`config.mk`:
```
export PLATFORM = sky130hd
export DESIGN_NAME = clkdiv_ctrl
export DESIGN_NICKNAME = d
export VERILOG_FILES = /design/src/rtl/clkdiv_pkg.sv /design/src/rtl/clkdiv_core.sv /design/src/rtl/clkdiv_ctrl.sv
export SDC_FILE = /design/constraint.sdc
export NUM_CORES = 1
export LEC_CHECK = 0
export CAP_MARGIN = 20
export CORE_MARGIN = 1.5
export CORE_UTILIZATION = 57
export CTS_CLUSTER_DIAMETER = 200
export DETAILED_ROUTE_END_ITERATION = 8
export GPL_TIMING_DRIVEN = 0
export PLACE_DENSITY_LB_ADDON = 0.1
export SETUP_SLACK_MARGIN = 0.3
export SLEW_MARGIN = 30
export SYNTH_ARGS = -nofsm -noshare
export SYNTH_HDL_FRONTEND = slang
export SYNTH_SLANG_ARGS = --single-unit
export TNS_END_PERCENT = 10
```
`constraint.sdc`:
```
create_clock -name clock -period 3.35 [get_ports clock]
set_input_delay 0.335 -clock clock [delete_from_list [all_inputs] [get_ports clock]]
set_output_delay 0.335 -clock clock [all_outputs]
set_load 0.02 [all_outputs]
```
`src/rtl/clkdiv_pkg.sv`:
```
// Shared types and constants for the programmable clock-enable divider.
// The ratio register and period counter share one width.
package clkdiv_pkg;

  localparam int DIV_W_DEF = 8;
  localparam int MIN_DIV   = 2;

  typedef enum logic [1:0] {
    IDLE  = 2'd0,
    RUN   = 2'd1,
    DRAIN = 2'd2
  } state_t;

endpackage

```
`src/rtl/clkdiv_core.sv`:
```
// Period counter with wrap detect and the tick / div_out decode.
// load restarts a period at count 0 with a new ratio.
module clkdiv_core
  import clkdiv_pkg::*;
#(
  parameter int DIV_W   = DIV_W_DEF,
  parameter int DEF_DIV = 2
) (
  input  logic             clock,
  input  logic             reset,
  input  logic             run,
  input  logic             load,
  input  logic [DIV_W-1:0] div,
  output logic [DIV_W-1:0] cur_div,
  output logic             wrap,
  output logic             tick,
  output logic             div_out
);

  logic [DIV_W-1:0] count;

  always_ff @(posedge clock or posedge reset) begin
    if (reset) begin
      count   <= '0;
      cur_div <= DEF_DIV[DIV_W-1:0];
    end else if (load) begin
      count   <= '0;
      cur_div <= div;
    end else if (run) begin
      count <= wrap ? '0 : count + 1'b1;
    end else begin
      count <= '0;
    end
  end

  // cur_div is never below 2, so the subtraction cannot underflow
  assign wrap    = (count == cur_div - 1'b1);
  assign tick    = run & wrap;
  assign div_out = run & (count < (cur_div >> 1));

endmodule

```
`src/rtl/clkdiv_ctrl.sv`:
```
// Reconfiguration controller: handshake, pending config and the FSM
// that only swaps the ratio on a period boundary.
module clkdiv_ctrl
  import clkdiv_pkg::*;
#(
  parameter int DIV_W   = DIV_W_DEF,
  parameter int DEF_DIV = 2
) (
  input  logic             clock,
  input  logic             reset,
  input  logic             cfg_valid,
  output logic             cfg_ready,
  input  logic [DIV_W-1:0] cfg_div,
  input  logic             cfg_en,
  output logic             tick,
  output logic             div_out,
  output logic [DIV_W-1:0] cur_div,
  output logic             running,
  output logic             cfg_err
);

  state_t           state;
  logic [DIV_W-1:0] pend_div;
  logic             pend_en;
  logic             accept;
  logic             div_ok;
  logic             wrap;
  logic             load;
  logic [DIV_W-1:0] ld_div;

  assign cfg_ready = (state != DRAIN);
  assign running   = (state != IDLE);
  assign accept    = cfg_valid & cfg_ready;
  assign div_ok    = (cfg_div >= DIV_W'(MIN_DIV));

  // a RUN-state request waits in pend_* until the next wrap
  assign load = ((state == IDLE) & accept & div_ok)
              | ((state == DRAIN) & wrap);
  assign ld_div = (state == DRAIN) ? pend_div : cfg_div;

  always_ff @(posedge clock or posedge reset) begin
    if (reset) begin
      state    <= IDLE;
      pend_div <= '0;
      pend_en  <= 1'b0;
      cfg_err  <= 1'b0;
    end else begin
      cfg_err <= accept & ~div_ok;
      unique case (state)
        IDLE: begin
          if (accept && div_ok)
            state <= cfg_en ? RUN : IDLE;
        end
        RUN: begin
          if (accept && div_ok) begin
            pend_div <= cfg_div;
            pend_en  <= cfg_en;
            state    <= DRAIN;
          end
        end
        DRAIN: begin
          if (wrap)
            state <= pend_en ? RUN : IDLE;
        end
        default: state <= IDLE;
      endcase
    end
  end

  clkdiv_core #(
    .DIV_W   (DIV_W),
    .DEF_DIV (DEF_DIV)
  ) u_core (
    .clock   (clock),
    .reset   (reset),
    .run     (running),
    .load    (load),
    .div     (ld_div),
    .cur_div (cur_div),
    .wrap    (wrap),
    .tick    (tick),
    .div_out (div_out)
  );

endmodule

```
==> flow_summary.json <==
{
  "status": "finished, final reports clean",
  "synth-seq-cells": 28,
  "finalSetupViolations": 0,
  "ys.flop_type": "dfrtp_1",
  "fp.coreArea_mm2": 0.00273,
  "antenna_found_initial": 0,
  "grt_max_degree": 29,
  "fin_setup_tns_ns": 0,
  "max_freq_mhz": 350,
  "reg2reg_setup_slack_ns": 0.80,
  "cpMostUsedCell": "a21o_1",
  "powerDensity_mw_per_mm2": 775,
  "drt_iter0_markers": 53,
  "critPathLaunchType": "flip-flop",
  "syn_area_per_cell_um2": 10.5,
  "drt_pass1_iterations": 4,
  "final_cell_mix": "dfrtp_1, clkdlybuf4s50_1, nor2_1",
  "relSlewSlack_pct": 58.3,
  "drc": 0,
  "grt_overflow": 0,
  "drv_slew": 0,
  "routed_wl_mm": 3.27,
  "final_cells": 217,
  "synth_edf_count": 0,
  "synth_cell_types": 41,
  "drtAntennaViolNets": 0,
  "dpl.hpwl_mm": 2.44,
  "setup_ws_ns": 0.489,
  "post-place-ws_ns": 0.612,
  "track_usage_pct": 23.6,
  "rsz0062_at_grt": "no",
  "grt_pass1_vias": 1350,
  "vias": 1263,
  "cp_max_fo": 6,
  "synthToLayoutAreaGrowth_pct": 19.6,
  "final_common_cell": "dfrtp_1",
  "grt_pass1_wl_mm": 5.87,
  "drive_gt1_share_pct": 18.3,
  "root_buffer": "clkbuf_4",
  "netlist_instances": 156,
  "worstPathRequired_ns": 3.01,
  "hold_viol": 0,
  "cts_buffers": 3,
  "gp_congestion": 0.790,
  "start_util_pct": 59.7,
  "rows": 19,
  "hold_ws_ns": 0.363,
  "leakage_nw": 0.891,
  "ir_worst_vdd_mv": 0.587,
  "hp-class": "in -> async",
  "synth_area_mm2": 0.00163,
  "period_needed_ns": 2.86,
  "synth_nets": 176,
  "critPathSlowestCell": "clkdlybuf4s50_1",
  "yosysWarnings": 0,
  "htreeDepth": 1,
  "fin_util_pct": 71.4,
  "slowest_delay_ns": 0.60,
  "die_w_um": 56.5,
  "clk_pin_slew_ns": 0.14,
  "ioPinCount": 25,
  "crit_arrival_ns": 2.53,
  "die-height_um": 56.5,
  "ys_seq_area_share_pct": 43.0,
  "nets": 207,
  "fin_skew_ns": 0.00336,
  "cts_tree": "done",
  "cts_sinks": 28,
  "cp-end-kind": "primary output",
  "wl_per_cell_um": 15.1,
  "maxCapViolations": 0,
  "clk_path_buf_depth": 2,
  "synthArstFlopShare_pct": 100,
  "clk_latency_ns": 0.33,
  "path_cells": "ha_1 > a21o_1 > a21o_1 > a21o_1 > a21oi_1 > o21a_1 > clkdlybuf4s50_1",
  "diodes": 0,
  "dp_cells": 211,
  "cts_hold_buf": 0,
  "vias_per_cell": 5.82,
  "port_buffers": 24,
  "fp.dieArea_mm2": 0.00319,
  "path_class": "reg -> out",
  "fin_crit_sh_pct": 85.4,
  "tightest_slew_ns": 0.622,
  "cp_top_family": "compound AO/OA/AOI/OAI gates",
  "worst-path-buf-inv": 1
}
## state kept, by name, summed over array words and instances, names as in the netlist
signal / cells
pend_div: 8
pend_en: 1
u_core.count: 8
u_core.cur_div: 8
cfg_err: 1
state: 2
## metal layers
metal / GRT usage, % / vias to the layer above / share of wire (%)
li1: - / 611 / -
met1: 28.8 / 615 / 46
met2: 40.7 / 28 / 49
met3: 3.46 / 9 / 3.8
met4: 10.9 / 0 / 1.9
met5: 0 / - / 0
## repair_timing
action	4_1_cts	5_1_grt
buffers inserted	0	2
resized for setup	1	1
setup endpoints to repair	1	1
## worst reg2reg max path, cell delays in order (launching register included)
cell       delay (ns)
dfstp_2          0.63
inv_1            0.06
ha_1             0.28
xnor2_1          0.14
nor3_2           0.17
o2111ai_1        0.30
o31ai_2          0.61
o221a_1          0.31
## synth_stat cells (3+ instances only)
cell type | number | share of area, %
mux2_2 | 9 | 6.2
nor2_1 | 15 | 3.5
a21o_1 | 3 | 1.4
or2_2 | 8 | 3.1
ha_1 | 8 | 6.1
inv_1 | 12 | 2.8
o221a_1 | 8 | 5.5
nand2_1 | 4 | 0.92
nand3_1 | 8 | 2.5
xor2_1 | 7 | 3.8
and3_1 | 3 | 1.2
dfrtp_1 | 27 | 41
nand2b_1 | 4 | 1.5
xnor2_1 | 9 | 4.8
## final cells by class
| cell class | instances | area, um2 |
|---|---|---|
| multi-input cells | 113 | 867 |
| plain buffers | 3 | 17.5 |
| well taps | 31 | 38.8 |
| fillers | 216 | 782 |
| clock buffers | 4 | 26.3 |
| repair buffers | 26 | 254 |
| flip-flops and latches | 28 | 703 |
| inverters | 12 | 45.0 |
## kinds of logic (layout without fill, tap and decap cells)
| kind of cell | Yosys count | count (layout) | share of synthesized area [%] |
|---|---|---|---|
| flip-flops | 28 | 28 | 43.0 |
| buffers and inverters | 15 | 45 | 3.83 |
| XOR/XNOR | 16 | 16 | 8.59 |
| multiplexers | 10 | 10 | 6.83 |
| AND/OR/NAND/NOR | 54 | 54 | 18.2 |
| adder cells (fa/ha/maj) | 8 | 8 | 6.14 |
| AO/OA/AOI/OAI | 25 | 25 | 13.4 |
## stage by stage
stage               area [um2]  total power [mW]
floorplan                 1630              1.09
global placement          1910              1.33
detailed placement        1910              1.36
CTS                       1940              1.50
global route              1950              1.64
finish                    1950              1.51
## power breakdown
group / total [mW] / internal, mW / switching (mW) / leakage, nW
clock network: 0.143 / 0.0467 / 0.0968 / 0.0150
registers: 0.611 / 0.465 / 0.146 / 0.343
logic: 0.759 / 0.389 / 0.370 / 0.532
## worst paths after layout
check,depth (start not counted),end,from
min reg2reg,1,pend_en,pend_en
max in group asynchronous,2,u_core.cur_div[2],reset
max,7,div_out,u_core.count[1]
min,2,u_core.cur_div[4],reset
max reg2reg,7,u_core.cur_div[2],u_core.cur_div[1]
min in group clock,1,pend_en,pend_en
No activity file was read; power rests on OpenSTA's default activity.
